File: src/rtl/operand_sequencer_if.sv
// Operand stream, memory port and Booth-core handshake bundle for operand_sequencer.
// The master modport is the sequencer; the slave modport is its surrounding logic.
interface operand_sequencer_if #(
  parameter int DATA_WIDTH = 9,
  parameter int ADDR_WIDTH = 4
);
  logic [DATA_WIDTH-1:0] In_Data;
  logic                  In_Valid;
  logic                  In_Ready;
  logic                  In_Last;
  logic [ADDR_WIDTH-1:0] Mem_Addr;
  logic [DATA_WIDTH-1:0] Mem_Data;
  logic                  Mem_W_En;
  logic                  Mem_M_Sel;
  logic [DATA_WIDTH-1:0] Mem_Data1;
  logic [DATA_WIDTH-1:0] Mem_Data2;
  logic [DATA_WIDTH-1:0] Op_A;
  logic [DATA_WIDTH-1:0] Op_B;
  logic                  Op_Valid;
  logic                  Op_Ready;

  modport master (
    input  In_Data, In_Valid, In_Last, Mem_Data1, Mem_Data2, Op_Ready,
    output In_Ready, Mem_Addr, Mem_Data, Mem_W_En, Mem_M_Sel, Op_A, Op_B, Op_Valid
  );

  modport slave (
    output In_Data, In_Valid, In_Last, Mem_Data1, Mem_Data2, Op_Ready,
    input  In_Ready, Mem_Addr, Mem_Data, Mem_W_En, Mem_M_Sel, Op_A, Op_B, Op_Valid
  );
endinterface

File: src/rtl/operand_sequencer.sv
// Loads A/B operand pairs into the dual-bank operand memory, then replays them
// in address order to the Booth multiplier over a valid/ready handshake.
module operand_sequencer #(
  parameter int DATA_WIDTH = 9,
  parameter int ADDR_WIDTH = 4
) (
  input  logic                  Clk,
  input  logic                  Rst_n,
  input  logic                  Start,
  operand_sequencer_if.master   bus,
  output logic [ADDR_WIDTH:0]   Pair_Count,
  output logic                  Busy,
  output logic                  Done
);

  typedef enum logic [2:0] {
    ST_IDLE   = 3'd0,
    ST_LOAD_A = 3'd1,
    ST_LOAD_B = 3'd2,
    ST_RUN    = 3'd3,
    ST_DONE   = 3'd4
  } state_t;

  localparam logic [ADDR_WIDTH-1:0] WR_PTR_MAX = {ADDR_WIDTH{1'b1}};
  localparam logic [ADDR_WIDTH-1:0] WR_PTR_INC = {{(ADDR_WIDTH-1){1'b0}}, 1'b1};
  localparam logic [ADDR_WIDTH:0]   CNT_INC    = {{ADDR_WIDTH{1'b0}}, 1'b1};

  state_t                state_r;
  state_t                state_nxt_s;
  logic [ADDR_WIDTH-1:0] wr_ptr_r;
  logic [ADDR_WIDTH:0]   rd_ptr_r;
  logic [ADDR_WIDTH:0]   pair_count_r;
  logic [DATA_WIDTH-1:0] op_a_r;
  logic [DATA_WIDTH-1:0] op_b_r;
  logic                  op_valid_r;
  logic                  start_s;
  logic                  wr_b_s;
  logic                  op_load_s;
  logic                  op_drain_s;

  // State register.
  always_ff @(posedge Clk or negedge Rst_n) begin
    if (!Rst_n) begin
      state_r <= ST_IDLE;
    end else begin
      state_r <= state_nxt_s;
    end
  end

  // Next-state decode plus combinational memory/stream controls.
  always_comb begin
    state_nxt_s   = state_r;
    start_s       = 1'b0;
    wr_b_s        = 1'b0;
    op_load_s     = 1'b0;
    op_drain_s    = 1'b0;
    bus.In_Ready  = 1'b0;
    bus.Mem_Addr  = {ADDR_WIDTH{1'b0}};
    bus.Mem_Data  = {DATA_WIDTH{1'b0}};
    bus.Mem_W_En  = 1'b0;
    bus.Mem_M_Sel = 1'b0;
    case (state_r)
      ST_IDLE: begin
        if (Start) begin
          start_s     = 1'b1;
          state_nxt_s = ST_LOAD_A;
        end else begin
          state_nxt_s = ST_IDLE;
        end
      end
      ST_LOAD_A: begin
        bus.In_Ready = 1'b1;
        bus.Mem_W_En = bus.In_Valid;
        bus.Mem_Data = bus.In_Data;
        bus.Mem_Addr = wr_ptr_r;
        if (bus.In_Valid) begin
          state_nxt_s = ST_LOAD_B;
        end else begin
          state_nxt_s = ST_LOAD_A;
        end
      end
      ST_LOAD_B: begin
        bus.In_Ready  = 1'b1;
        bus.Mem_W_En  = bus.In_Valid;
        bus.Mem_Data  = bus.In_Data;
        bus.Mem_Addr  = wr_ptr_r;
        bus.Mem_M_Sel = 1'b1;
        if (bus.In_Valid) begin
          wr_b_s = 1'b1;
          // A full memory ends the load phase even without In_Last.
          if (bus.In_Last || (wr_ptr_r == WR_PTR_MAX)) begin
            state_nxt_s = ST_RUN;
          end else begin
            state_nxt_s = ST_LOAD_A;
          end
        end else begin
          state_nxt_s = ST_LOAD_B;
        end
      end
      ST_RUN: begin
        bus.Mem_Addr = rd_ptr_r[ADDR_WIDTH-1:0];
        if ((!op_valid_r || bus.Op_Ready) && (rd_ptr_r < pair_count_r)) begin
          op_load_s   = 1'b1;
          state_nxt_s = ST_RUN;
        end else if (op_valid_r && bus.Op_Ready && (rd_ptr_r == pair_count_r)) begin
          op_drain_s  = 1'b1;
          state_nxt_s = ST_DONE;
        end else begin
          state_nxt_s = ST_RUN;
        end
      end
      ST_DONE: begin
        state_nxt_s = ST_IDLE;
      end
      default: begin
        state_nxt_s = ST_IDLE;
      end
    endcase
  end

  // Pointers, pair count and the registered operand output stage.
  always_ff @(posedge Clk or negedge Rst_n) begin
    if (!Rst_n) begin
      wr_ptr_r     <= {ADDR_WIDTH{1'b0}};
      rd_ptr_r     <= {(ADDR_WIDTH+1){1'b0}};
      pair_count_r <= {(ADDR_WIDTH+1){1'b0}};
      op_a_r       <= {DATA_WIDTH{1'b0}};
      op_b_r       <= {DATA_WIDTH{1'b0}};
      op_valid_r   <= 1'b0;
    end else if (start_s) begin
      wr_ptr_r     <= {ADDR_WIDTH{1'b0}};
      rd_ptr_r     <= {(ADDR_WIDTH+1){1'b0}};
      pair_count_r <= {(ADDR_WIDTH+1){1'b0}};
    end else if (wr_b_s) begin
      wr_ptr_r     <= wr_ptr_r + WR_PTR_INC;
      pair_count_r <= pair_count_r + CNT_INC;
    end else if (op_load_s) begin
      op_a_r     <= bus.Mem_Data1;
      op_b_r     <= bus.Mem_Data2;
      op_valid_r <= 1'b1;
      rd_ptr_r   <= rd_ptr_r + CNT_INC;
    end else if (op_drain_s) begin
      op_valid_r <= 1'b0;
    end
  end

  assign bus.Op_A     = op_a_r;
  assign bus.Op_B     = op_b_r;
  assign bus.Op_Valid = op_valid_r;
  assign Pair_Count   = pair_count_r;
  assign Busy         = (state_r != ST_IDLE);
  assign Done         = (state_r == ST_DONE);

endmodule

File: src/flat_wrapper.sv
// flat-port wrapper written by rule: the top's interface ports become plain ports
module operand_sequencer_flat 
#(
  parameter int DATA_WIDTH = 9,
  parameter int ADDR_WIDTH = 4
)
  (Clk, Rst_n, Start, Pair_Count, Busy, Done, bus_In_Data, bus_In_Valid, bus_In_Last, bus_Mem_Data1, bus_Mem_Data2, bus_Op_Ready, bus_In_Ready, bus_Mem_Addr, bus_Mem_Data, bus_Mem_W_En, bus_Mem_M_Sel, bus_Op_A, bus_Op_B, bus_Op_Valid);
  operand_sequencer_if #(.DATA_WIDTH(DATA_WIDTH), .ADDR_WIDTH(ADDR_WIDTH)) bus_i ();
  input  logic Clk;
  input  logic Rst_n;
  input  logic Start;
  output logic [ADDR_WIDTH:0] Pair_Count;
  output logic Busy;
  output logic Done;
  input wire logic [$bits(bus_i.In_Data)-1:0] bus_In_Data;
  input wire logic [$bits(bus_i.In_Valid)-1:0] bus_In_Valid;
  input wire logic [$bits(bus_i.In_Last)-1:0] bus_In_Last;
  input wire logic [$bits(bus_i.Mem_Data1)-1:0] bus_Mem_Data1;
  input wire logic [$bits(bus_i.Mem_Data2)-1:0] bus_Mem_Data2;
  input wire logic [$bits(bus_i.Op_Ready)-1:0] bus_Op_Ready;
  output wire logic [$bits(bus_i.In_Ready)-1:0] bus_In_Ready;
  output wire logic [$bits(bus_i.Mem_Addr)-1:0] bus_Mem_Addr;
  output wire logic [$bits(bus_i.Mem_Data)-1:0] bus_Mem_Data;
  output wire logic [$bits(bus_i.Mem_W_En)-1:0] bus_Mem_W_En;
  output wire logic [$bits(bus_i.Mem_M_Sel)-1:0] bus_Mem_M_Sel;
  output wire logic [$bits(bus_i.Op_A)-1:0] bus_Op_A;
  output wire logic [$bits(bus_i.Op_B)-1:0] bus_Op_B;
  output wire logic [$bits(bus_i.Op_Valid)-1:0] bus_Op_Valid;
  assign bus_i.In_Data = bus_In_Data;
  assign bus_i.In_Valid = bus_In_Valid;
  assign bus_i.In_Last = bus_In_Last;
  assign bus_i.Mem_Data1 = bus_Mem_Data1;
  assign bus_i.Mem_Data2 = bus_Mem_Data2;
  assign bus_i.Op_Ready = bus_Op_Ready;
  assign bus_In_Ready = bus_i.In_Ready;
  assign bus_Mem_Addr = bus_i.Mem_Addr;
  assign bus_Mem_Data = bus_i.Mem_Data;
  assign bus_Mem_W_En = bus_i.Mem_W_En;
  assign bus_Mem_M_Sel = bus_i.Mem_M_Sel;
  assign bus_Op_A = bus_i.Op_A;
  assign bus_Op_B = bus_i.Op_B;
  assign bus_Op_Valid = bus_i.Op_Valid;
  operand_sequencer #(.DATA_WIDTH(DATA_WIDTH), .ADDR_WIDTH(ADDR_WIDTH)) u_core (.Clk(Clk), .Rst_n(Rst_n), .Start(Start), .bus(bus_i), .Pair_Count(Pair_Count), .Busy(Busy), .Done(Done));
endmodule
File: config.mk
export PLATFORM = sky130hd
export DESIGN_NAME = operand_sequencer_flat
export DESIGN_NICKNAME = d
export VERILOG_FILES = /design/src/rtl/operand_sequencer_if.sv /design/src/rtl/operand_sequencer.sv /design/src/flat_wrapper.sv
export SDC_FILE = /design/constraint.sdc
export NUM_CORES = 1
export LEC_CHECK = 0
export CAP_MARGIN = 40
export CELL_PAD_IN_SITES_DETAIL_PLACEMENT = 1
export CELL_PAD_IN_SITES_GLOBAL_PLACEMENT = 1
export CORE_MARGIN = 1
export CORE_UTILIZATION = 44
export DETAILED_ROUTE_END_ITERATION = 6
export DONT_BUFFER_PORTS = 1
export HOLD_SLACK_MARGIN = 0.1
export PLACE_DENSITY_LB_ADDON = 0.3
export SLEW_MARGIN = 20
export SYNTH_ARGS = -nofsm -noshare
export SYNTH_HDL_FRONTEND = slang
export SYNTH_SLANG_ARGS = --single-unit
File: constraint.sdc
create_clock -name Clk -period 3 [get_ports Clk]
set_clock_uncertainty 0.15 [all_clocks]
set_input_delay 0.6 -clock Clk [delete_from_list [all_inputs] [get_ports Clk]]
set_output_delay 0.6 -clock Clk [all_outputs]
set_load 0.005 [all_outputs]
-- Yosys cells after proc, flatten, opt, wreduce, memory -nomap -nowiden
Cells that the tools add are included.
- add/subtract/negate cells: 3
- $lt $le $gt $ge: 1
- equal/unequal tests: 7
- mux-type cells: 30
- bitwise gates (word level): 2
- reduce and logical (&&, ||, !) cells: 15
- operators with widths (operator ; number):
    $mux 5 ; 5
    $mux 1 ; 15
    $pmux 3 s4 ; 1
    $add 5x1->5 const B ; 2
    $mux 9 ; 1
    $mux 4 ; 2
    $pmux 4 s2 ; 1
    $eq 3x2->1 const B ; 2
    $mux 2 ; 3
    $mux 3 ; 2
    $reduce_and 3->1 ; 2
    $reduce_bool 2->1 ; 3
    $eq 5x5->1 ; 1
    $lt 5x5->1 ; 1
    $add 4x1->4 const B ; 1
    $eq 4x4->1 const B ; 1
    $eq 3x1->1 const B ; 1
    $eq 3x3->1 const B ; 1
    $logic_and 1x1->1 ; 3
    $logic_not 3->1 ; 1
    $reduce_bool 3->1 ; 1
    $logic_or 1x1->1 ; 2
    $ne 2x1->1 const B ; 1
    $not 1->1 ; 2
    other kinds (3) ; 3
- bits in registers: 36

-- Longest topological paths before layout
Gate-level depths: netlist of run 1.
- depth in word-level cells: 8
- mapped depth: 7

-- Least setup slack after synthesis of run 1
No wires, ideal clock.
- kind: flip-flop to flip-flop
- start point: register u_core.pair_count_r[4], in the netlist u_core.Pair_Count[4]
- end point: register u_core.op_a_r[0], in the netlist u_core.bus.Op_A[0]
- library setup time: 0.125 ns
- arrival: 1.900 ns
- slack: 0.825 ns
- stages on the path, launching flop included: 7
- buffers on the path: 1
- period minus slack after synthesis: 2.175 ns
- cells stage by stage: dfrtp_1 inv_1 ha_1 a221o_2 nor3_4 buf_6 mux2_2
- word-level cells in the longest chain between the ends: 5
- ends and longest elaborated chain (element ; RTL line ; text):
    start, declared ; operand_sequencer.sv:32 ; logic [ADDR_WIDTH:0] pair_count_r;
    start signal, assigned ; operand_sequencer.sv:126 ; pair_count_r <= {(ADDR_WIDTH+1){1'b0}};
    start signal, assigned ; operand_sequencer.sv:133 ; pair_count_r <= {(ADDR_WIDTH+1){1'b0}};
    start signal, assigned ; operand_sequencer.sv:136 ; pair_count_r <= pair_count_r + CNT_INC;
    $lt 5x5->1 ; operand_sequencer.sv:102 ; if ((!op_valid_r || bus.Op_Ready) && (rd_ptr_r < pair_count_r)) begin
    $logic_and 1x1->1 ; operand_sequencer.sv:102 ;
    $mux 1 ; operand_sequencer.sv:102 ;
    $mux 1 ; operand_sequencer.sv:62 ; case (state_r)
    $reduce_and 3->1 (no source line) ; - ;
    end signal, assigned ; operand_sequencer.sv:127 ; op_a_r <= {DATA_WIDTH{1'b0}};
    end signal, assigned ; operand_sequencer.sv:138 ; op_a_r <= bus.Mem_Data1;
    end, declared ; operand_sequencer.sv:33 ; logic [DATA_WIDTH-1:0] op_a_r;
Every way passes these cells.
A chain may end at the register's enable or synchronous reset.

-- Worst setup path in the final report of run 1
- start point: register u_core.pair_count_r[2], in the netlist u_core.Pair_Count[2]
- end point: register u_core.rd_ptr_r[2]
- word-level cells in the longest chain between the ends: 6
- ends and longest elaborated chain (element ; RTL line ; text):
    $lt 5x5->1 ; operand_sequencer.sv:102 ;
    $logic_and 1x1->1 ; operand_sequencer.sv:102 ;
    $mux 1 ; operand_sequencer.sv:102 ;
    $mux 1 ; operand_sequencer.sv:62 ;
    $reduce_bool 2->1 (no source line) ; - ;
    $reduce_and 2->1 (no source line) ; - ;
    end signal, assigned ; operand_sequencer.sv:125 ; rd_ptr_r <= {(ADDR_WIDTH+1){1'b0}};
    end signal, assigned ; operand_sequencer.sv:132 ; rd_ptr_r <= {(ADDR_WIDTH+1){1'b0}};
    end signal, assigned ; operand_sequencer.sv:141 ; rd_ptr_r <= rd_ptr_r + CNT_INC;
    end, declared ; operand_sequencer.sv:31 ; logic [ADDR_WIDTH:0] rd_ptr_r;
Every way passes these cells.

==> metrics.cfg, run 1 <==
[floorplan]
core_region_area_um2=4030
initial_core_util_pct=46.2
die_w_um=67.1
die_h_um=67.1
io_pins=75
die_area_um2=4500
rows=23

[logic_synthesis]
synth_compound_area_share_pct=10.0
netlist_area_um2=1860
ys_seq_area_share_pct=48.4
synth_nets=207
synth-simple-area-share_pct=15.2
synth_cell_types=38
synthXorXnorAreaFrac_pct=2.82
synth.area.mux_share_pct=13.7
avgSynthCellArea_um2=11.2
ys_warn_count=0
synth_adder_area_share_pct=5.37
syn_inst=166
synth_edf_count=0
ys.flop_type=dfrtp_1
synth_top_family_by_area=simple AND/OR/NAND/NOR gates
ys_seq_elements=36
synth-async-reset-ratio_pct=100

[sta]
fin_crit_ns=2.44
setup_slack_ns=0.563
finalMaxSlewViolations=0
whs_ns=0.300
setup_viol=0
max_slew_margin_pct=61.6
fmax_mhz=410
worst_pin_slew_ns=0.576
hold_viol_final=0
rsz0062_at_grt=no
finalCritPeriodShare_pct=81.2
fin_tns_setup_ns=0

[run_status]
status=finished, final reports clean

[pwr]
p_per_area_nw_per_um2=1180
p_leak_nw=0.868
vdd_drop_max_mv=0.521
p_total_mw=2.40

[routing]
dr.max_layer_used=met4
wl_mm=4.36
drt-initial-drc-count=37
vias_per_cell=6.00
antenna_left=0
met3_length_um=361
drc=0
vias=1339
drtPass1Iterations=4
met1Wirelength_mm=1.64
dr_wl_met2_mm=2.23
wl_per_cell_um=19.6

[clock_network]
clk_pin_slew_ns=0.07
cts_made_buffers=5
clockRootBuffer=clkbuf_8
cts_setup_buffers=0
cts_tree=built
clock_sinks=36
cts_max_level=2
insertion_delay_ns=0.30
cts.path.max_buffers=2

[finish]
drive_gt1_share_pct=21.4
antenna_cells=0
fillers=449
fin_nets=213
fin_util_pct=50.5
areaGrowthSynthToFinish_pct=9.13

[placement]
pre_cts_ws_ns=0.608
port_buffers=0
place_congestion=0.797
dp_hpwl_mm=3.18

[global_routing]
grt_use_total_pct=21.1
grt_max_degree=37
antenna_found_initial=0
grt_pass1_wl_mm=6.79
grt_overflow=0
grt_pass1_vias=1407

[flow_run]
max-cap-violations=0

[setup_path]
end_kind=flop
critPathRequiredTime_ns=3.03
criticalPathCategory=reg -> reg
arrival_ns=2.47
cp-start-kind=flop
cp_max_fo=23

[worst_hold_path]
hp-class=in -> reg

==> final timing paths <==
check / startpoint / to / slack (ns) / cells past startpoint
max: u_core.Pair_Count[2] / u_core.rd_ptr_r[2] / 0.56 / 7
min: bus_Mem_Data2[7] / u_core.bus.Op_B[7] / 0.30 / 1
max reg2reg: u_core.Pair_Count[2] / u_core.rd_ptr_r[2] / 0.56 / 7
min reg2reg: u_core.bus.Op_B[6] / u_core.bus.Op_B[6] / 0.39 / 1
max in group asynchronous: Rst_n / u_core.bus.Op_B[3] / 1.86 / 2
min in group asynchronous: Rst_n / u_core.wr_ptr_r[2] / 0.64 / 2
==> metal layers <==
metal	vias to the layer above	GRT usage (%)
met5	-	0
met3	13	7.36
met2	56	35.6
met1	666	23.6
li1	604	-
met4	0	9.31
==> report_power, final <==
part	total (mW)	internal, mW	switching [mW]
sequential	0.943	0.703	0.240
combinational	1.09	0.525	0.566
clock	0.361	0.186	0.175
==> stage by stage <==
| stage | area [um^2] | instances |
|---|---|---|
| 6_report | 2030 | 223 |
| 4_1_cts | 2030 | 223 |
| 2_1_floorplan | 1860 | 166 |
| 3_3_place_gp | 1910 | 213 |
| 3_5_place_dp | 1910 | 213 |
| 5_1_grt | 2030 | 223 |
==> Yosys cell counts, types with 2 or more instances <==
master | number | area (um^2)
xnor2_1 | 2 | 17.5
ha_1 | 8 | 100
nor2_1 | 9 | 33.8
mux2_2 | 20 | 225
buf_6 | 2 | 22.5
a21oi_1 | 3 | 15.0
nand2b_1 | 2 | 12.5
nor3_1 | 2 | 10.0
o211ai_1 | 3 | 22.5
and2_1 | 11 | 68.8
dfrtp_1 | 36 | 901
xor2_1 | 4 | 35.0
clkbuf_1 | 3 | 11.3
nand3_1 | 7 | 35.0
mux2i_1 | 3 | 30.0
nand2_1 | 8 | 30.0
nand4_1 | 4 | 25.0
inv_1 | 12 | 45.0
a22o_1 | 5 | 43.8
o21ai_0 | 4 | 20.0
==> cell families after synthesis <==
family,after synthesis
and+or+nand+nor,51
DFF,36
AOI/OAI and AO/OA,24
muxes,23
buffers and inverters,18
adders and majority gates,8
xor gates and xnor gates,6
==> layout make-up <==
class                           instances  area (um^2)  area share (%)
Timing Repair Buffer                    5         52.6            2.58
Inverter                               12         45.0            2.22
Clock inverter                          1         7.51           0.369
Multi-Input combinational cell        112          878            43.2
Sequential cell                        36          901            44.3
Tap cell                               50         62.6            3.08
Clock buffer                            7         86.3            4.25
==> critical path: stages (launching register included) <==
cell      delay, ns
dfrtp_1        0.42
inv_1          0.10
ha_1           0.34
o211ai_1       0.13
a21oi_1        0.48
nor3_4         0.05
buf_4          0.24
a311o_2        0.41
==> repair_timing <==
| item | in CTS | in global routing |
|---|---|---|
| hold buffers | 2 | 0 |
| hold endpoints to repair | 36 | 0 |
| gates resized for setup | 0 | 0 |
| endpoints found under the setup margin | 0 | 0 |
==> state kept, by name (all words and copies together), names as in the netlist <==
| name | cells |
|---|---|
| u_core.Pair_Count | 5 |
| u_core.wr_ptr_r | 4 |
| u_core.bus.Op_A | 9 |
| u_core.bus.Op_B | 9 |
| u_core.state_r | 3 |
| u_core.bus.Op_Valid | 1 |
| u_core.rd_ptr_r | 5 |
==> placed cells by master, fill, tap and decap left out, drive strengths merged, types with 2 or more instances in the layout <==
cell type  count
nand2          8
buf            4
inv           12
ha             8
clkbuf         7
nand4          4
xor2           4
nand3          7
mux2          20
a21oi          3
mux2i          3
dfrtp         36
and2          11
o211ai         3
o21ai          4
xnor2          2
a22o           5
nor3           3
nand2b         2
nor2           9
Power figures use the tool's default switching activity.
==> run 2: changes to the inputs <==
- clock period: 3 -> 2.3 ns (I/O delays scaled with it)
==> run 2 against run 1 <==
Combinational power is 46% higher. Critical endpoint is now u_core.bus.Op_A[8]. Cell area is 4.2% higher. Critical path type unchanged. Global-route usage grew 0.60 points. Routed wire length increased by 0.34%. Fmax grew 11%. Non-clock buffer count grew 10. Core utilization up 2.1 points. Via count up 1.1%. Die area stayed put.
==> metrics.cfg, run 2 (same netlist as run 1, synthesis figures left out) <==
[run_status]
status=finished, final reports clean

[setup_path]
cp-start-kind=flop
r2r_end=u_core.bus.Op_A[8]
cp_max_fo=14
cp_slowest_cell=a221o_2
r2r-start=u_core.rd_ptr_r[4]
crit_chain=ha_1 -> a221o_2 -> nor3_4 -> buf_6 -> mux2_2
critPathTopFamily=compound AO/OA/AOI/OAI gates
criticalPathCategory=reg -> reg
reg2reg_depth=5
critPathMaxStageDelay_ns=0.43
critPathRequiredTime_ns=2.33
end_kind=flop
arrival_ns=2.22
crit_buf_inv=1
r2r_slack_ns=0.11

[finish]
layout_common_cells=36 x dfrtp_1, 20 x mux2_2, 12 x inv_1, 12 x buf_4, 11 x and2_1
multi_input_area_um2=882
final_common_cell=dfrtp_1
fin_nets=223
ff_latch_area_um2=901
areaGrowthSynthToFinish_pct=13.8
antenna_cells=0
drive_gt1_share_pct=26.8
fillers=448
fin_area_um2=2120

[global_routing]
grt_overflow=0
grt_use_total_pct=21.7
antenna_found_initial=0
grt_pass1_wl_mm=7.05
grt_max_degree=37
grt_pass1_vias=1474

[floorplan]
die_w_um=67.1
rows=23
die_h_um=67.1
die_area_um2=4500
io_pins=75
initial_core_util_pct=46.2
core_region_area_um2=4030

[sta]
fin_crit_ns=2.19
fmax_mhz=457
finalMaxSlewViolations=0
hold_viol_final=0
max_slew_margin_pct=72.9
worst_pin_slew_ns=0.407
rsz0062_at_grt=no
finalCritPeriodShare_pct=95.2
fin_tns_setup_ns=0
setup_viol=0

[worst_hold_path]
hp-class=in -> reg
hold_start=bus_Mem_Data1[7]
min_to=u_core.bus.Op_A[7]
hold_depth=1

[clock_network]
clockRootBuffer=clkbuf_8
cts_tree=built
cts_setup_buffers=0
cts_max_level=2
clk_pin_slew_ns=0.07
cts_made_buffers=5
clock_sinks=36
cts.path.max_buffers=2
insertion_delay_ns=0.29

[flow_run]
max-cap-violations=0

[pwr]
p_total_mw=3.24
p_per_area_nw_per_um2=1530
vdd_drop_max_mv=0.831
p_leak_nw=0.920

[routing]
vias_per_cell=5.81
wl_mm=4.38
drt-initial-drc-count=27
antenna_left=0
wl_per_cell_um=18.8
drtPass1Iterations=4
drc=0
vias=1354

[placement]
port_buffers=0
dp_hpwl_mm=3.33
placedInstanceArea_um2=1980
place_congestion=0.885

==> run 2: changes by cell type in the layout (fill, tap and decap cells not counted), sizes merged <==
cell	delta
buf	+10
clkbuf	-1
clkinvlp	+1
==> run 2: area by class of cell <==
class	instances	area share (%)
tap	50	2.95
clock inverter	2	0.708
inverter	12	2.13
clock buffer	6	3.90
sequential	36	42.5
timing repair buffer	15	6.20
multi-input combinational	112	41.6
==> run 2: timing repair <==
item | 4_1_cts | 5_1_grt
hold buffers | 2 | 0
resized for setup | 0 | 2
endpoints found under the hold margin | 36 | 0
endpoints found under the setup margin | 0 | 14
==> run 2: worst max path at each step <==
stage                              start                  to  slack, ns  cells past startpoint
global route        u_core.Pair_Count[4]  u_core.bus.Op_B[1]      0.004                      6
finish                u_core.rd_ptr_r[4]  u_core.bus.Op_A[8]       0.11                      5
floorplan           u_core.Pair_Count[4]  u_core.bus.Op_A[0]       0.12                      6
CTS                   u_core.rd_ptr_r[2]  u_core.rd_ptr_r[2]       0.02                      6
global placement      u_core.rd_ptr_r[2]  u_core.rd_ptr_r[2]       0.12                      6
detailed placement    u_core.rd_ptr_r[2]  u_core.rd_ptr_r[2]       0.03                      6
==> run 2: metal layers <==
layer  track usage (%)  vias to the layer above  share of wire [%]
met5                 0                        -                  0
met4              8.78                        0                1.8
met3              7.19                        9                7.3
met2              37.6                       52                 51
met1              24.0                      674                 40
li1                  -                      619                  -
==> run 2: metrics by stage <==
stage	worst slack, ns	cells	util [%]	hold WS (ns)
after global placement	0.118	223	49.3	0.0153
final	0.111	233	52.6	0.163
after global routing	0.00446	233	52.6	0.148
after detailed placement	0.0291	223	49.3	0.0153
after CTS	0.0179	233	52.4	0.153
after floorplan	0.125	166	-	0.0144
==> run 2: power breakdown <==
| group | switching, mW | internal [mW] | total, mW |
|---|---|---|---|
| combinational | 0.804 | 0.783 | 1.59 |
| clock | 0.230 | 0.242 | 0.472 |
| sequential | 0.267 | 0.917 | 1.18 |
